`src/rtl/proc_pkg.sv`:
```
// Shared encodings for the proc_core multicycle load/store processor:
// opcodes, branch conditions, FSM states and instruction field positions.
package proc_pkg;

  localparam logic [3:0] OP_NOP  = 4'h0;
  localparam logic [3:0] OP_ADD  = 4'h1;
  localparam logic [3:0] OP_SUB  = 4'h2;
  localparam logic [3:0] OP_AND  = 4'h3;
  localparam logic [3:0] OP_OR   = 4'h4;
  localparam logic [3:0] OP_XOR  = 4'h5;
  localparam logic [3:0] OP_NOT  = 4'h6;
  localparam logic [3:0] OP_SHL  = 4'h7;
  localparam logic [3:0] OP_SHR  = 4'h8;
  localparam logic [3:0] OP_LDI  = 4'h9;
  localparam logic [3:0] OP_ADDI = 4'hA;
  localparam logic [3:0] OP_LD   = 4'hB;
  localparam logic [3:0] OP_ST   = 4'hC;
  localparam logic [3:0] OP_BR   = 4'hD;
  localparam logic [3:0] OP_NOP2 = 4'hE;
  localparam logic [3:0] OP_HALT = 4'hF;

  localparam logic [2:0] BR_AL = 3'b000;
  localparam logic [2:0] BR_Z  = 3'b001;
  localparam logic [2:0] BR_NZ = 3'b010;
  localparam logic [2:0] BR_N  = 3'b011;
  localparam logic [2:0] BR_C  = 3'b100;
  localparam logic [2:0] BR_V  = 3'b101;

  typedef enum logic [2:0] {
    S_IDLE, S_FETCH, S_DECODE, S_EXEC, S_LOADWB, S_HALT
  } state_e;

  localparam int OP_HI = 15;
  localparam int OP_LO = 12;
  localparam int RD_HI = 11;
  localparam int RD_LO = 9;
  localparam int RS_HI = 8;
  localparam int RS_LO = 6;
  localparam int RT_HI = 5;
  localparam int RT_LO = 3;

endpackage

```
`src/rtl/reg_file_8x16.sv`:
```
// Eight general registers r0..r7: two combinational read ports, one
// synchronous write port, all cleared by synchronous reset.
module reg_file_8x16
  import proc_pkg::*;
#(
  parameter int DW = 16
) (
  input  logic          clk,
  input  logic          rst_n,
  input  logic          we,
  input  logic [2:0]    waddr,
  input  logic [DW-1:0] wdata,
  input  logic [2:0]    raddr_a,
  input  logic [2:0]    raddr_b,
  output logic [DW-1:0] rdata_a,
  output logic [DW-1:0] rdata_b
);

  logic [DW-1:0] r0, r1, r2, r3, r4, r5, r6, r7;

  always_ff @(posedge clk) begin
    if (!rst_n) begin
      r0 <= '0; r1 <= '0; r2 <= '0; r3 <= '0;
      r4 <= '0; r5 <= '0; r6 <= '0; r7 <= '0;
    end else if (we) begin
      case (waddr)
        3'd0: r0 <= wdata;
        3'd1: r1 <= wdata;
        3'd2: r2 <= wdata;
        3'd3: r3 <= wdata;
        3'd4: r4 <= wdata;
        3'd5: r5 <= wdata;
        3'd6: r6 <= wdata;
        default: r7 <= wdata;
      endcase
    end
  end

  function automatic logic [DW-1:0] rd_mux(input logic [2:0] a,
      input logic [DW-1:0] v0, v1, v2, v3, v4, v5, v6, v7);
    case (a)
      3'd0: return v0;
      3'd1: return v1;
      3'd2: return v2;
      3'd3: return v3;
      3'd4: return v4;
      3'd5: return v5;
      3'd6: return v6;
      default: return v7;
    endcase
  endfunction

  assign rdata_a = rd_mux(raddr_a, r0, r1, r2, r3, r4, r5, r6, r7);
  assign rdata_b = rd_mux(raddr_b, r0, r1, r2, r3, r4, r5, r6, r7);

endmodule

```
`src/rtl/proc_core.sv`:
```
// Multicycle 16-bit load/store core: FETCH/DECODE/EXEC(/LOADWB) over an
// external dual-port RAM with 1-cycle registered reads; inline ALU.
module proc_core
  import proc_pkg::*;
#(
  parameter int DW   = 16,
  parameter int AW   = 7,
  parameter int NREG = 8
) (
  input  logic          clk,
  input  logic          rst_n,
  input  logic          start,
  input  logic [DW-1:0] data_in,
  input  logic [DW-1:0] data_ram_dout,
  output logic [DW-1:0] result,
  output logic          zero,
  output logic          negative,
  output logic          overflow,
  output logic          carry,
  output logic [AW-1:0] pc,
  output logic          prog_ram_read_en,
  output logic          data_ram_read_en,
  output logic          write_ram_en,
  output logic [DW-1:0] data_ram_din,
  output logic [AW-1:0] data_ram_addr
);

  localparam int RW = $clog2(NREG);

  state_e        state_q, state_d;
  logic [AW-1:0] pc_q, pc_d, daddr_q, daddr_d;
  logic [DW-1:0] ir_q, ir_d, result_q, result_d, din_q, din_d;
  logic          z_q, z_d, n_q, n_d, v_q, v_d, c_q, c_d;
  logic          pre_q, pre_d, dre_q, dre_d, wre_q, wre_d;

  logic [3:0]    op;
  logic          in_decode;
  logic [RW-1:0] raddr_a, raddr_b, rf_waddr;
  logic [DW-1:0] rdata_a, rdata_b, rf_wdata;
  logic          rf_we;

  logic [DW-1:0] alu_b, alu_res;
  logic [DW:0]   sum;
  logic          alu_c, alu_v, alu_wr, alu_flags, br_taken;

  assign op        = ir_q[OP_HI:OP_LO];
  assign in_decode = (state_q == S_DECODE);
  // During DECODE the ports look at the incoming word so LD/ST address and
  // store data can be registered in time for EXEC.
  assign raddr_a   = in_decode ? data_in[RS_HI:RS_LO] : ir_q[RS_HI:RS_LO];
  assign raddr_b   = in_decode ? data_in[RD_HI:RD_LO] : ir_q[RT_HI:RT_LO];
  assign rf_waddr  = ir_q[RD_HI:RD_LO];
  assign rf_wdata  = (state_q == S_LOADWB) ? data_ram_dout : alu_res;

  reg_file_8x16 #(.DW(DW)) reg_file_8x16_1 (
    .clk    (clk),
    .rst_n  (rst_n),
    .we     (rf_we),
    .waddr  (rf_waddr),
    .wdata  (rf_wdata),
    .raddr_a(raddr_a),
    .raddr_b(raddr_b),
    .rdata_a(rdata_a),
    .rdata_b(rdata_b)
  );

  assign alu_b = (op == OP_ADDI) ? {{(DW-6){ir_q[5]}}, ir_q[5:0]} : rdata_b;

  always_comb begin
    sum       = '0;
    alu_res   = '0;
    alu_c     = c_q;
    alu_v     = v_q;
    alu_wr    = 1'b0;
    alu_flags = 1'b0;
    case (op)
      OP_ADD, OP_ADDI: begin
        sum       = {1'b0, rdata_a} + {1'b0, alu_b};
        alu_res   = sum[DW-1:0];
        alu_c     = sum[DW];
        alu_v     = (rdata_a[DW-1] == alu_b[DW-1]) && (alu_res[DW-1] != rdata_a[DW-1]);
        alu_wr    = 1'b1;
        alu_flags = 1'b1;
      end
      OP_SUB: begin
        sum       = {1'b0, rdata_a} - {1'b0, rdata_b};
        alu_res   = sum[DW-1:0];
        alu_c     = ~sum[DW];  // no borrow means rs >= rt
        alu_v     = (rdata_a[DW-1] != rdata_b[DW-1]) && (alu_res[DW-1] != rdata_a[DW-1]);
        alu_wr    = 1'b1;
        alu_flags = 1'b1;
      end
      OP_AND, OP_OR, OP_XOR, OP_NOT: begin
        case (op)
          OP_AND:  alu_res = rdata_a & rdata_b;
          OP_OR:   alu_res = rdata_a | rdata_b;
          OP_XOR:  alu_res = rdata_a ^ rdata_b;
          default: alu_res = ~rdata_a;
        endcase
        alu_c     = 1'b0;
        alu_v     = 1'b0;
        alu_wr    = 1'b1;
        alu_flags = 1'b1;
      end
      OP_SHL: begin
        alu_res   = {rdata_a[DW-2:0], 1'b0};
        alu_c     = rdata_a[DW-1];
        alu_v     = 1'b0;
        alu_wr    = 1'b1;
        alu_flags = 1'b1;
      end
      OP_SHR: begin
        alu_res   = {1'b0, rdata_a[DW-1:1]};
        alu_c     = rdata_a[0];
        alu_v     = 1'b0;
        alu_wr    = 1'b1;
        alu_flags = 1'b1;
      end
      OP_LDI: begin
        alu_res = {{(DW-9){ir_q[8]}}, ir_q[8:0]};
        alu_wr  = 1'b1;
      end
      default: ;
    endcase
  end

  always_comb begin
    case (ir_q[RD_HI:RD_LO])
      BR_AL:   br_taken = 1'b1;
      BR_Z:    br_taken = z_q;
      BR_NZ:   br_taken = ~z_q;
      BR_N:    br_taken = n_q;
      BR_C:    br_taken = c_q;
      BR_V:    br_taken = v_q;
      default: br_taken = 1'b0;
    endcase
  end

  always_comb begin
    state_d  = state_q;
    pc_d     = pc_q;
    ir_d     = ir_q;
    result_d = result_q;
    z_d      = z_q;
    n_d      = n_q;
    v_d      = v_q;
    c_d      = c_q;
    pre_d    = 1'b0;
    dre_d    = 1'b0;
    wre_d    = 1'b0;
    din_d    = din_q;
    daddr_d  = daddr_q;
    rf_we    = 1'b0;
    case (state_q)
      S_IDLE: if (start) begin
        state_d = S_FETCH;
        pre_d   = 1'b1;
      end
      S_FETCH: state_d = S_DECODE;
      S_DECODE: begin
        ir_d    = data_in;
        state_d = S_EXEC;
        if (data_in[OP_HI:OP_LO] == OP_LD || data_in[OP_HI:OP_LO] == OP_ST) begin
          daddr_d = rdata_a[AW-1:0];
          din_d   = rdata_b;
          dre_d   = (data_in[OP_HI:OP_LO] == OP_LD);
          wre_d   = (data_in[OP_HI:OP_LO] == OP_ST);
        end
      end
      S_EXEC: begin
        if (op == OP_HALT) begin
          state_d = S_HALT;
        end else if (op == OP_LD) begin
          state_d = S_LOADWB;
        end else begin
          state_d = S_FETCH;
          pre_d   = 1'b1;
          pc_d    = (op == OP_BR && br_taken) ? ir_q[AW-1:0] : pc_q + AW'(1);
        end
        if (alu_wr) begin
          rf_we    = 1'b1;
          result_d = alu_res;
        end
        if (alu_flags) begin
          z_d = (alu_res == '0);
          n_d = alu_res[DW-1];
          c_d = alu_c;
          v_d = alu_v;
        end
      end
      S_LOADWB: begin
        rf_we    = 1'b1;
        result_d = data_ram_dout;
        pc_d     = pc_q + AW'(1);
        state_d  = S_FETCH;
        pre_d    = 1'b1;
      end
      default: ;
    endcase
  end

  always_ff @(posedge clk) begin
    if (!rst_n) begin
      state_q  <= S_IDLE;
      pc_q     <= '0;
      ir_q     <= '0;
      result_q <= '0;
      z_q      <= 1'b0;
      n_q      <= 1'b0;
      v_q      <= 1'b0;
      c_q      <= 1'b0;
      pre_q    <= 1'b0;
      dre_q    <= 1'b0;
      wre_q    <= 1'b0;
      din_q    <= '0;
      daddr_q  <= '0;
    end else begin
      state_q  <= state_d;
      pc_q     <= pc_d;
      ir_q     <= ir_d;
      result_q <= result_d;
      z_q      <= z_d;
      n_q      <= n_d;
      v_q      <= v_d;
      c_q      <= c_d;
      pre_q    <= pre_d;
      dre_q    <= dre_d;
      wre_q    <= wre_d;
      din_q    <= din_d;
      daddr_q  <= daddr_d;
    end
  end

  assign result           = result_q;
  assign zero             = z_q;
  assign negative         = n_q;
  assign overflow         = v_q;
  assign carry            = c_q;
  assign pc               = pc_q;
  assign prog_ram_read_en = pre_q;
  assign data_ram_read_en = dre_q;
  // A reset landing on a store's EXEC cycle must not let the RAM commit it.
  assign write_ram_en     = wre_q & rst_n;
  assign data_ram_din     = din_q;
  assign data_ram_addr    = daddr_q;

endmodule

```
`config.mk`:
```
export PLATFORM = sky130hd
export DESIGN_NAME = proc_core
export DESIGN_NICKNAME = d
export VERILOG_FILES = /design/src/rtl/proc_pkg.sv /design/src/rtl/reg_file_8x16.sv /design/src/rtl/proc_core.sv
export SDC_FILE = /design/constraint.sdc
export NUM_CORES = 1
export LEC_CHECK = 0
export ABC_AREA = 1
export BUFFER_PORTS_ARGS = -buffer_cell sky130_fd_sc_hd__buf_2
export CORE_MARGIN = 1.5
export CORE_UTILIZATION = 41
export CTS_CLUSTER_SIZE = 28
export DETAILED_ROUTE_END_ITERATION = 12
export SETUP_SLACK_MARGIN = 0.2
export SYNTH_ARGS = -nofsm -noshare
export SYNTH_HDL_FRONTEND = slang
export SYNTH_SLANG_ARGS = --single-unit
```
`constraint.sdc`:
```
create_clock -name clk -period 8 [get_ports clk]
set_input_delay 0.8 -clock clk [delete_from_list [all_inputs] [get_ports clk]]
set_output_delay 0.8 -clock clk [all_outputs]
set_load 0.02 [all_outputs]
```
-- Word level (Yosys, flattened, before mapping)
Index checks and enable logic that the tools add are counted.
- flip-flop bits (word level): 200
- bits in latches: 0
- bits in writable memories: 0
- memory bits (read-only): 0
- input port bits: 35
- output and inout bits: 53
- word-level logic and storage cells: 141
- memories: 0
- $add $sub $neg: 3
- multiply operators: 0
- div/mod/pow operators: 0
- order comparisons: 0
- eq/ne operators: 45
- shift-type cells: 0
- muxes and demuxes: 29
- bitwise logic cells: 8
- reductions and logical operators: 35
- operators by type and width (kind ; number):
    16-bit case mux with 7 select lines ; 2
    16-bit case mux with 6 select lines ; 1
    16-bit two-way mux ; 3
    16-bit case mux with 3 select lines ; 1
    4-bit == test, second input constant ; 8
    16-bit case mux with 2 select lines ; 1
    3-bit == test, second input constant ; 10
    3-bit by 2-bit == test with 1-bit output, second input constant ; 8
    2-bit AND reduction ; 12
    7-bit two-way mux ; 3
    16-bit by 16-bit adder with 17-bit output ; 1
    16-bit by 16-bit subtractor with 17-bit output ; 1
    16-bit bitwise AND ; 1
    4-bit by 3-bit == test with 1-bit output, second input constant ; 4
    16-bit zero test ; 1
    16-bit NOT ; 1
    16-bit OR ; 1
    16-bit bitwise XOR ; 1
    3-bit two-way mux ; 5
    3-bit case mux with 5 select lines ; 1
    7-bit case mux with 2 select lines ; 1
    3-bit by 1-bit == test with 1-bit output, second input constant ; 4
    3-bit zero test ; 4
    3-bit AND reduction ; 4
    other kinds (24) ; 41

-- Logic depth before layout (Yosys ltp)
Gate-level depths: netlist of the first run.
- depth in word-level cells: 9
- depth in mapped cells: 39
- gate-level depth less buffers: 36

-- Cells and area by module
Synthesis of the first run repeated with hierarchy kept, for this count alone.
- cell total of the unflattened synthesis: 2278
- area total of the unflattened synthesis: 13949.6 um^2
- by module, submodules not included (module ; times used ; cells an instance ; area each (um^2) ; seq. area each (um^2)):
    proc_core ; 1 ; 1188 ; 7008.0 ; 1441.4
    reg_file_8x16 ; 1 ; 1090 ; 6941.7 ; 2562.5

-- Least setup slack after synthesis of the first run
No wires, ideal clock.
- path kind: input-to-reg
- from: input data_in[11]
- to: register reg_file_8x16_1.r0[12]
- setup time: 67 ps
- data arrival time: 4627 ps
- data required time: 7933 ps
- slack: 3306 ps
- cell stages on the path: 35
- path buffers: 2
- path through: nand4_2 -> nand2_4 -> inv_4 -> buf_6 -> buf_6 -> nor3_1 -> nand2_1 -> o21ai_0 -> a221oi_1 -> nand3_1 -> o21ai_0 -> o21ai_0 -> ha_1 -> inv_1 -> fa_1 -> inv_1 -> nand3_1 -> nand2_1 -> nand2_1 -> nand2_1 -> a21oi_1 -> nor2_1 -> nor2_1 -> o21bai_1 -> nand2_1 -> nand2_1 -> nand2_1 -> nand2_1 -> a21oi_1 -> xor2_1 -> o21ai_0 -> a21oi_2 -> nand2_1 -> nand2_4 -> a21oi_2
- cells in the longest elaborated chain, start to end: 7
- elaborated cells between the ends (all ways): 18
- those cells by class: add/sub: 2; eq/ne: 6; mux: 6; bitwise: 3; reduce/logical: 1
- RTL lines (element ; line ; source):
    from (decl) ; proc_core.sv:13 ; input logic [DW-1:0] data_in,
    3-bit two-way mux * ; proc_core.sv:51 ; assign raddr_b = in_decode ? data_in[RD_HI:RD_LO] : ir_q[RT_HI:RT_LO];
    3-bit == test, or another cell as far along ; reg_file_8x16.sv:41 ; case (a)
    16-bit case mux with 7 select lines * ; reg_file_8x16.sv:41 ;
    16-bit two-way mux, or another cell as far along ; proc_core.sv:67 ; assign alu_b = (op == OP_ADDI) ? {{(DW-6){ir_q[5]}}, ir_q[5:0]} : rdata_b;
    16-bit by 16-bit adder with 17-bit output or 16-bit case mux with 3 select lines (tied branches) ; proc_core.sv:78, proc_core.sv:94 ;
    16-bit case mux with 6 select lines * ; proc_core.sv:76 ; case (op)
    16-bit two-way mux * ; proc_core.sv:53 ; assign rf_wdata = (state_q == S_LOADWB) ? data_ram_dout : alu_res;
    to (signal assigned) ; reg_file_8x16.sv:27 ; 3'd0: r0 <= wdata;
    to (decl) ; reg_file_8x16.sv:19 ; logic [DW-1:0] r0, r1, r2, r3, r4, r5, r6, r7;
Every way passes the cells marked *; elsewhere a longest branch is shown, timed or not.
A chain may end at the register's enable or synchronous reset.

-- Worst setup path in the final report of the first run
- from: register state_q[1]
- to: register reg_file_8x16_1.r3[12]
- cells in the longest elaborated chain, start to end: 8
- elaborated cells between the ends (all ways): 33
- those cells by class: add/sub: 2; eq/ne: 15; mux: 9; bitwise: 4; reduce/logical: 3
- RTL lines (element ; line ; source):
    from (decl) ; proc_core.sv:30 ; state_e state_q, state_d;
    from (signal assigned) ; proc_core.sv:218 ; state_q <= state_d;
    3-bit by 2-bit == test with 1-bit output ; proc_core.sv:47 ; assign in_decode = (state_q == S_DECODE);
    3-bit two-way mux, on equally long branches ; proc_core.sv:51, proc_core.sv:50 ;
    3-bit == test, or another cell as far along ; reg_file_8x16.sv:41 ;
    16-bit case mux with 7 select lines ; reg_file_8x16.sv:41 ;
    16-bit two-way mux, or another cell as far along ; proc_core.sv:67 ;
    16-bit by 16-bit adder with 17-bit output or 16-bit case mux with 3 select lines (tied branches) ; proc_core.sv:78, proc_core.sv:94 ;
    16-bit case mux with 6 select lines ; proc_core.sv:76 ;
    16-bit two-way mux ; proc_core.sv:53 ;
    to (signal assigned) ; reg_file_8x16.sv:30 ; 3'd3: r3 <= wdata;
    to (decl) ; reg_file_8x16.sv:19 ;
Several ways; a longest one is shown, not always the timed one.

==> flow_summary.ini, run 1 <==
[outcome]
status = finished clean

[floorplanning]
die_y_um = 181.4
die_w_um = 181.4
num_rows = 65
start_util_pct = 41.48
die-area_um2 = 32920
pin_count = 88
core_um2 = 31470

[global_routing]
overflow = 0
grt_pass1_wl_um = 76090
met1_usage_pct = 40.13
grt.busiest_layer = met2
antenna_found_initial = 0
grtUsageMet2_pct = 48.83
grt_pass1_vias = 12890
grt_max_degree = 94
track_usage_pct = 30.15
grt_use_met3_pct = 5.195

[clock_network]
cts_setup_buffers = 0
cts_resized = 0
clkSinkCount = 200
cts_tree = yes
numCtsBuffers = 17
clk_path_buf_depth = 2
path_clk_slew_ns = 0.08
clock_tree.root_cell = clkbuf_16
clkLatencyLatePin_ns = 0.48
cts_hold_buf = 0
cts.htree.levels = 4

[place]
portBuffers = 87
routabilityCongestion = 1.047
placed_area_um2 = 13600
dp_hpwl_um = 35690
pre_cts_slack_ns = 1.814
placed_cells = 2360

[final_layout]
fin_area_um2 = 14180
finalNonFillerCells = 2391
diodes = 0
most-common-layout-cells = nand2_1, a21oi_1, o21ai_0
fin_nets = 2070
drive_above_1_share_pct = 12.07
area_growth_pct = 8.636
final_common_cell = nand2_1

[logic_synthesis]
yosysWarningCount = 0
syn_area_um2 = 13060
synth-seq-cells = 200
yosysTopAreaCell = dfxtp_1
syn_avg_cell_area_um2 = 6.654
synth_edf_count = 0
ys_types = 54
netlist_instances = 1962
ys_seq_area_share_pct = 30.67
synth.area.top_cells = dfxtp_1, a21oi_1, o21ai_0
synthArstFlopShare_pct = 0
syn-num-nets = 2055
synth_top_area_share_pct = 30.67
ys.flop_type = dfxtp_1

[worst_setup_path]
worstSetupPathType = register to register
crit_top_cell = nand2_1
cp.arrival_ns = 6.72
reg2reg_from = state_q[1]$_SDFFE_PN0P_
worstPathRequired_ns = 8.34
start_kind = register
worstPathMaxFanout = 31
crit_start = state_q[1]$_SDFFE_PN0P_
cp-end-kind = register
cpPeakStageDelay_ns = 0.93
crit_slowest_cell = nor3_1

[route]
vias = 14020
antenna_left = 0
drt_pass1_iterations = 5
via_per_inst = 5.865
routedWlPerCell_um = 20.93
drt_iter0_markers = 1401
drc_errors = 0
routed_wl_um = 50040

[sta]
timing.hold.ws_ns = 0.4990
hold_violations = 0
rsz0062_at_grt = no
fin_skew_ns = 0.02526
min_period_ns = 6.378
fmax_mhz = 156.8
min_period_over_period_pct = 79.72
drv_slew = 0
slew_headroom_pct = 28.42
setup-tns-final_ns = 0
setup-violations-final = 0
worst_pin_slew_ns = 1.071
fin_ws_ns = 1.622

[power]
vdd_drop_max_mv = 0.1483
powerDensity_nw_per_um2 = 206.2
leakagePower_uw = 0.006390

[hold_path]
hold_class = register to register
hold_start = pc[6]$_SDFFE_PN0P_

[run]
drv_cap = 0
-- per-layer routing --
layer,up-vias,wire (um)
met2,649,22710
met3,103,3951
li1,6752,-
met5,-,0
met4,0,1521
met1,6519,21860
-- layout make-up --
class,instances,area [um2]
Inverter,216,813.3
Fill cell,3292,17290
Sequential cell,200,4004
Timing Repair Buffer,101,543.0
Tap cell,402,503.0
Clock buffer,22,464.2
Multi-Input combinational cell,1441,7737
Clock inverter,9,117.6
-- logic make-up (layout without fill, tap and decap cells) --
group	count (synthesis)	in the layout	share of synthesized area [%]
simple gates	766	766	27.38
buf+inv	321	348	10.38
fa+ha+maj	58	58	5.674
xor+xnor	8	8	0.5367
compound gates	609	609	25.36
flops	200	200	30.67
-- through the flow --
step | power, uW | util (%)
global placement | 2019 | 43.21
floorplan | 1748 | -
finish | 2925 | 45.06
CTS | 2908 | 45.06
detailed placement | 2020 | 43.21
global route | 3049 | 45.06
-- power breakdown --
part	total (uW)	switching (uW)	leakage, uW	internal, uW
registers	1060	33.5	0.00161	1030
clock network	898	419	0.000273	479
logic	966	752	0.00450	214
-- flip-flops by register name, summed over array words and instances, names as in the netlist --
signal,cells
data_ram_din,16
ir_q,16
reg_file_8x16_1.r0,16
reg_file_8x16_1.r1,16
reg_file_8x16_1.r2,16
reg_file_8x16_1.r3,16
reg_file_8x16_1.r4,16
reg_file_8x16_1.r5,16
reg_file_8x16_1.r6,16
reg_file_8x16_1.r7,16
result,16
data_ram_addr,7
pc,7
state_q,3
carry,1
data_ram_read_en,1
negative,1
overflow,1
prog_ram_read_en,1
wre_q,1
zero,1
-- synthesized netlist by cell type, types with 22 or more instances --
master,count
dfxtp_1,200
nand2_1,311
nand3_1,73
ha_1,56
nor2_1,178
o22ai_1,25
nand2_2,25
a21oi_1,248
o21ai_1,28
inv_2,22
nand4_1,110
inv_1,182
o21ai_0,234
clkbuf_1,67
-- final timing paths --
kind	endpoint	slack, ns	cells past startpoint
worst max-delay path	reg_file_8x16_1.r3[12]$_SDFFE_PN0P_	1.62	33
worst min-delay path	pc[6]$_SDFFE_PN0P_	0.50	2
worst max register to register	reg_file_8x16_1.r3[12]$_SDFFE_PN0P_	1.62	33
worst min register to register	pc[6]$_SDFFE_PN0P_	0.50	2
-- worst max-delay path: cells and delay by family, from the launching register on --
kind | cells | cell delay (ns)
AND/OR/NAND/NOR | 18 | 3.27
AO/OA/AOI/OAI | 10 | 1.40
flip-flops | 1 | 0.68
adder cells (fa/ha/maj) | 2 | 0.61
buffers and inverters | 2 | 0.16
XOR/XNOR | 1 | 0.13
Note: power is estimated with default switching activity, not from simulation.
==> run 2: changes to the inputs <==
--- a/config.mk
+++ b/config.mk
@@ -5,7 +5,7 @@
 export SDC_FILE = /design/constraint.sdc
 export NUM_CORES = 1
 export LEC_CHECK = 0
-export ABC_AREA = 1
+export ABC_AREA = 0
 export BUFFER_PORTS_ARGS = -buffer_cell sky130_fd_sc_hd__buf_2
 export CORE_MARGIN = 1.5
 export CORE_UTILIZATION = 41
==> constraint.sdc (replaced) <==
create_clock -name clk -period 6.1 [get_ports clk]
set_input_delay 0.61 -clock clk [delete_from_list [all_inputs] [get_ports clk]]
set_output_delay 0.61 -clock clk [all_outputs]
set_load 0.02 [all_outputs]
==> run 2 against run 1 <==
  * Worst hold slack worse by 0.13 ns
  * Design area up 14%
  * Power up 28%
  * Sequential power up 27%
  * Largest cell class unchanged
==> flow_summary.ini, run 2 <==
[outcome]
status = finished clean

[final_layout]
most-common-layout-cells = nand2_1, a21oi_1, dfxtp_1
diodes = 0
multi_input_area_um2 = 9404
fin_nets = 2068
drive_above_1_share_pct = 17.20
regArea_um2 = 4006
fillerInstances = 3465
area_growth_pct = 14.59
final_common_cell = nand2_1

[floorplanning]
pin_count = 88
start_util_pct = 41.82
die-area_um2 = 35500
num_rows = 67
die_w_um = 188.4
die_y_um = 188.4
core_um2 = 33700

[clock_network]
clkLatencyLatePin_ns = 0.48
clkSinkCount = 200
clock_tree.root_cell = clkbuf_16
clk_path_buf_depth = 2
numCtsBuffers = 17
cts_tree = yes
path_clk_slew_ns = 0.09
cts.htree.levels = 4

[place]
routabilityCongestion = 1.022
dp_hpwl_um = 49070
portBuffers = 87

[route]
antenna_left = 0
drt_iter0_markers = 1777
routed_wl_um = 65190
via_per_inst = 6.401
vias = 15590
drc_errors = 0
drt_pass1_iterations = 8
routedWlPerCell_um = 26.76

[power]
vdd_drop_max_mv = 0.2341
powerDensity_nw_per_um2 = 231.4
leakagePower_uw = 0.006186

[hold_path]
hold_class = primary input to register
min_path_cells = 3
hold_start = data_in[2]
min_to = ir_q[2]$_SDFFE_PN0N_

[global_routing]
overflow = 0
grt_max_degree = 94
grt_pass1_wl_um = 95230
track_usage_pct = 36.16
antenna_found_initial = 1
grt_pass1_vias = 14390

[worst_setup_path]
worstPathRequired_ns = 6.43
cp.arrival_ns = 5.99
reg2regPathDepth = 22
reg2reg_from = state_q[0]$_SDFFE_PN0P_
cp-end-kind = register
start_kind = register
worstSetupPathType = register to register
reg2reg_to = reg_file_8x16_1.r7[13]$_SDFFE_PN0P_
ff2ff_setup_slack_ns = 0.44
worstPathMaxFanout = 8

[run]
drv_cap = 0

[sta]
hold_violations = 0
fmax_mhz = 176.7
worst_pin_slew_ns = 1.229
timing.hold.ws_ns = 0.3680
min_period_over_period_pct = 92.78
setup-violations-final = 0
fin_skew_ns = 0.01960
rsz0062_at_grt = no
slew_headroom_pct = 17.18
drv_slew = 0
min_period_ns = 5.660
setup-tns-final_ns = 0

[logic_synthesis]
ys_seq_area_share_pct = 28.41
syn_area_um2 = 14090
ys.flop_type = dfxtp_1
netlist_instances = 1891
ys_types = 107
synthArstFlopShare_pct = 0
synth-seq-cells = 200
yosysMostFrequentCell = nand2_1
synth.area.top_cells = dfxtp_1, nand2_1, a21oi_1
synth_edf_count = 0
syn-num-nets = 1984
synth_common_cells = nand2_1, a21oi_1, dfxtp_1
synth_top_area_share_pct = 28.41
syn_avg_cell_area_um2 = 7.454
yosysTopAreaCell = dfxtp_1
yosysWarningCount = 0
==> run 2: cell types whose count changed after synthesis, sizes merged, moves of 23 or more <==
cell | before | now
o21ai | 269 | 109
inv | 205 | 56
nand4 | 111 | 6
clkbuf | 68 | 112
mux2i | 0 | 42
a21oi | 258 | 219
nand2 | 343 | 304
o31ai | 2 | 26
mux2 | 0 | 23
==> run 2: timing repair <==
action                                  CTS  global route
endpoints found under the setup margin    0            63
hold buffers                              0             0
setup buffers                             0             5
resized for setup                         0            20
==> run 2: cells by family (layout without fill, tap and decap cells) <==
group | Yosys count | after routing | synth area share [%]
buffers and inverters | 196 | 292 | 5.814
AOI/OAI and AO/OA | 636 | 636 | 30.48
adders and majority gates | 58 | 58 | 5.255
DFF | 200 | 200 | 28.41
and+or+nand+nor | 718 | 719 | 23.66
xor gates and xnor gates | 18 | 18 | 1.119
muxes | 65 | 65 | 5.264
==> run 2: critical path: stages (launching register included) <==
cell      delay [ns]
dfxtp_2         0.38
or3b_4          0.47
buf_4           0.18
buf_4           0.16
mux2_4          0.39
a32oi_1         0.29
o211ai_1        0.18
o22a_2          0.29
inv_1           0.09
o21ai_0         0.08
ha_1            0.26
or3_1           0.39
a21oi_1         0.20
o21ai_0         0.19
a31o_2          0.32
a21oi_1         0.25
o21bai_1        0.11
xor2_1          0.15
a221o_1         0.29
nor3b_1         0.29
buf_4           0.19
a21o_2          0.23
o31ai_1         0.10
==> run 2: area by class of cell <==
class,count,area share [%]
multi-input cells,1496,58.23
inverters,56,1.317
repair buffers,204,8.289
clock inverters,15,1.255
flip-flops and latches,200,24.81
clock buffers,17,2.634
well taps,448,3.471
==> run 2: metal layers <==
metal | global-route usage [%] | vias to the layer above | wire length, um
met5 | 0 | - | 0
met4 | 15.54 | 0 | 2942
met2 | 52.85 | 840 | 27280
li1 | - | 7071 | -
met1 | 50.85 | 7529 | 29160
met3 | 7.972 | 152 | 5809
==> run 2: report_power, final <==
part	switching [uW]	leakage, uW	internal [uW]	total [uW]
logic	740	0.00427	404	1140
clock network	668	0.000305	574	1240
registers	35.3	0.00161	1320	1350
total	1440	0.00619	2290	3740
==> run 2: stage by stage <==
stage | std cells | setup WS, ns | instance area [um2] | util [%] | total power [uW]
after floorplan | 1891 | 0.8246 | 14090 | - | 2036
after global placement | 2398 | 0.1939 | 15410 | 45.73 | 2470
after detailed placement | 2398 | 0.1512 | 15410 | 45.73 | 2463
after CTS | 2430 | 0.2176 | 16040 | 47.59 | 3691
after global routing | 2436 | 0.2265 | 16150 | 47.92 | 3861
final | 2436 | 0.4402 | 16150 | 47.92 | 3737
==> run 2: worst max path at each step <==
| stage | to | depth (start not counted) | startpoint | slack (ns) |
|---|---|---|---|---|
| finish | reg_file_8x16_1.r7[13]$_SDFFE_PN0P_ | 22 | state_q[0]$_SDFFE_PN0P_ | 0.44 |
| global route | reg_file_8x16_1.r5[13]$_SDFFE_PN0P_ | 23 | state_q[1]$_SDFFE_PN0P_ | 0.23 |
| CTS | reg_file_8x16_1.r2[13]$_SDFFE_PN0P_ | 21 | state_q[0]$_SDFFE_PN0P_ | 0.22 |
| detailed placement | zero$_SDFFE_PN0P_ | 20 | data_in[9] | 0.15 |
| global placement | reg_file_8x16_1.r5[11]$_SDFFE_PN0P_ | 23 | data_in[9] | 0.19 |
| floorplan | reg_file_8x16_1.r0[13]$_SDFFE_PN0P_ | 23 | data_in[11] | 0.82 |
==> run 3: changes to the inputs <==
--- a/config.mk
+++ b/config.mk
@@ -7,10 +7,11 @@
 export LEC_CHECK = 0
 export ABC_AREA = 0
 export BUFFER_PORTS_ARGS = -buffer_cell sky130_fd_sc_hd__buf_2
-export CORE_MARGIN = 1.5
+export CORE_MARGIN = 1
 export CORE_UTILIZATION = 41
 export CTS_CLUSTER_SIZE = 28
 export DETAILED_ROUTE_END_ITERATION = 12
+export MAX_ROUTING_LAYER = met4
 export SETUP_SLACK_MARGIN = 0.2
 export SYNTH_ARGS = -nofsm -noshare
 export SYNTH_HDL_FRONTEND = slang
==> run 3 against run 2 <==
  * Cell count grew 0.33%
  * Sequential power about the same
  * Global-route usage grew 0.21 points
  * Count of clock-buffer cells in the layout stayed put
  * Design area up 0.16%
  * Critical path depth shrank 3
  * First-iteration DRC count increased by 3.7%
  * Power is 0.10% lower
  * Clock power about the same
  * Sequential cell count unchanged
  * Setup slack lost 0.17 ns
  * Critical path type unchanged
  * Largest cell class unchanged
==> flow_summary.ini, run 3 (synthesis results as in run 2) <==
[outcome]
status = finished clean

[hold_path]
min_path_cells = 3
min_to = ir_q[0]$_SDFFE_PN0N_
hold_start = data_in[0]
hold_class = primary input to register

[sta]
timing.hold.ws_ns = 0.3719
drv_slew = 0
setup-tns-final_ns = 0
rsz0062_at_grt = no
fin_skew_ns = 0.02113
fin_ws_ns = 0.2720
min_period_over_period_pct = 95.54
hold_violations = 0
worst_pin_slew_ns = 1.279
slew_headroom_pct = 14.42
fmax_mhz = 171.6
setup-violations-final = 0
min_period_ns = 5.828

[power]
vdd_drop_max_mv = 0.2289
power_uw = 3734
leakagePower_uw = 0.006208
powerDensity_nw_per_um2 = 230.8

[route]
drc_errors = 0
drt_iter0_markers = 1843
routed_wl_um = 63100
vias = 15730
drt_pass1_iterations = 8
via_per_inst = 6.435
routedWlPerCell_um = 25.82
antenna_left = 0

[floorplanning]
die_y_um = 187.4
core_um2 = 33700
pin_count = 88
num_rows = 67
die_w_um = 187.4
start_util_pct = 41.82
die-area_um2 = 35120

[worst_setup_path]
ff2ff_setup_slack_ns = 0.27
cp-end-kind = register
crit_family = simple AND/OR/NAND/NOR gates
reg2reg_to = zero$_SDFFE_PN0P_
cp.arrival_ns = 6.26
reg2regPathDepth = 19
crit_slowest_cell = or4_1
worstPathRequired_ns = 6.53
worstPathMaxFanout = 24
crit_start = state_q[1]$_SDFFE_PN0P_
reg2reg_from = state_q[1]$_SDFFE_PN0P_
worstSetupPathType = register to register
cpPeakStageDelay_ns = 0.55
start_kind = register
worst-path-buf-inv = 2
crit_chain = or3b_4 > buf_12 > mux2_4 > nand2_2 > o22ai_2 > buf_4 > ha_1 > fa_1 > xor2_1 > a22oi_1 > o21ai_0 > a221oi_1 > o221ai_1 > a221o_1 > or4_1 > nor4_2 > and4_1 > and4b_1 > a32o_2

[global_routing]
antenna_found_initial = 0
grt_max_degree = 88
grt_pass1_wl_um = 92630
grt_pass1_vias = 14330
track_usage_pct = 36.37
overflow = 0

[clock_network]
cts_tree = yes
clock_tree.root_cell = clkbuf_16
cts.htree.levels = 4
clkSinkCount = 200
clk_path_buf_depth = 2
clkLatencyLatePin_ns = 0.48
path_clk_slew_ns = 0.09
numCtsBuffers = 17

[place]
pre_cts_slack_ns = 0.08103
dp_hpwl_um = 47540
portBuffers = 87
routabilityCongestion = 1.051

[final_layout]
area_growth_pct = 14.77
fillerInstances = 3404
most-common-layout-cells = nand2_1, a21oi_1, dfxtp_1
drive_above_1_share_pct = 17.19
final_common_cell = nand2_1
fin_nets = 2075
post-route-util_pct = 48.00

[run]
drv_cap = 0
[run 3: metrics by stage]
step	instances	cell area, um2
2_1_floorplan	1891	14090
3_3_place_gp	2404	15470
3_5_place_dp	2404	15470
4_1_cts	2436	16090
5_1_grt	2443	16170
6_report	2444	16180
[run 3: worst max path at each step]
| stage | cells past startpoint | endpoint | slack, ns |
|---|---|---|---|
| final | 19 | zero$_SDFFE_PN0P_ | 0.27 |
| after CTS | 21 | reg_file_8x16_1.r4[12]$_SDFFE_PN0P_ | 0.33 |
| after global placement | 19 | zero$_SDFFE_PN0P_ | 0.14 |
| after detailed placement | 20 | zero$_SDFFE_PN0P_ | 0.08 |
| after global routing | 22 | reg_file_8x16_1.r0[15]$_SDFFE_PN0P_ | 0.20 |
| after floorplan | 23 | reg_file_8x16_1.r0[13]$_SDFFE_PN0P_ | 0.82 |
[run 3: layout make-up]
type                       instances  area (um2)  share of cell area (%)
multi-input combinational       1496        9383                   58.00
sequential                       200        4005                   24.76
timing repair buffer             211        1404                   8.678
tap                              448       560.5                   3.465
clock buffer                      17       425.4                   2.630
inverter                          56       212.7                   1.315
clock inverter                    15       183.9                   1.137
antenna                            1       2.502                 0.01547
[run 3: repair_timing]
action | CTS | global route
hold endpoints to repair | 0 | 0
buffers inserted | 0 | 6
cloned | 0 | 1
endpoints found under the setup margin | 1 | 36
resized for setup | 3 | 11
hold buffers | 0 | 0
pin swaps | 0 | 2
[run 3: where the power goes]
| part | internal (uW) | switching [uW] |
|---|---|---|
| logic | 413 | 760 |
| clock network | 622 | 592 |
| registers | 1320 | 30.7 |
[run 3: worst min-delay path: stages]
cell	delay, ns
buf_2	0.09
nand2_1	0.05
a21oi_1	0.05
[run 3: per-layer routing]
| layer | part of all wire [%] | global-route usage [%] | up-vias | wire, um |
|---|---|---|---|---|
| met3 | 9.6 | 7.205 | 148 | 6069 |
| met4 | 4.2 | 15.63 | 0 | 2643 |
| met5 | 0 | - | - | 0 |
| met2 | 42 | 51.56 | 938 | 26520 |
| li1 | - | - | 7075 | - |
| met1 | 44 | 49.80 | 7567 | 27860 |
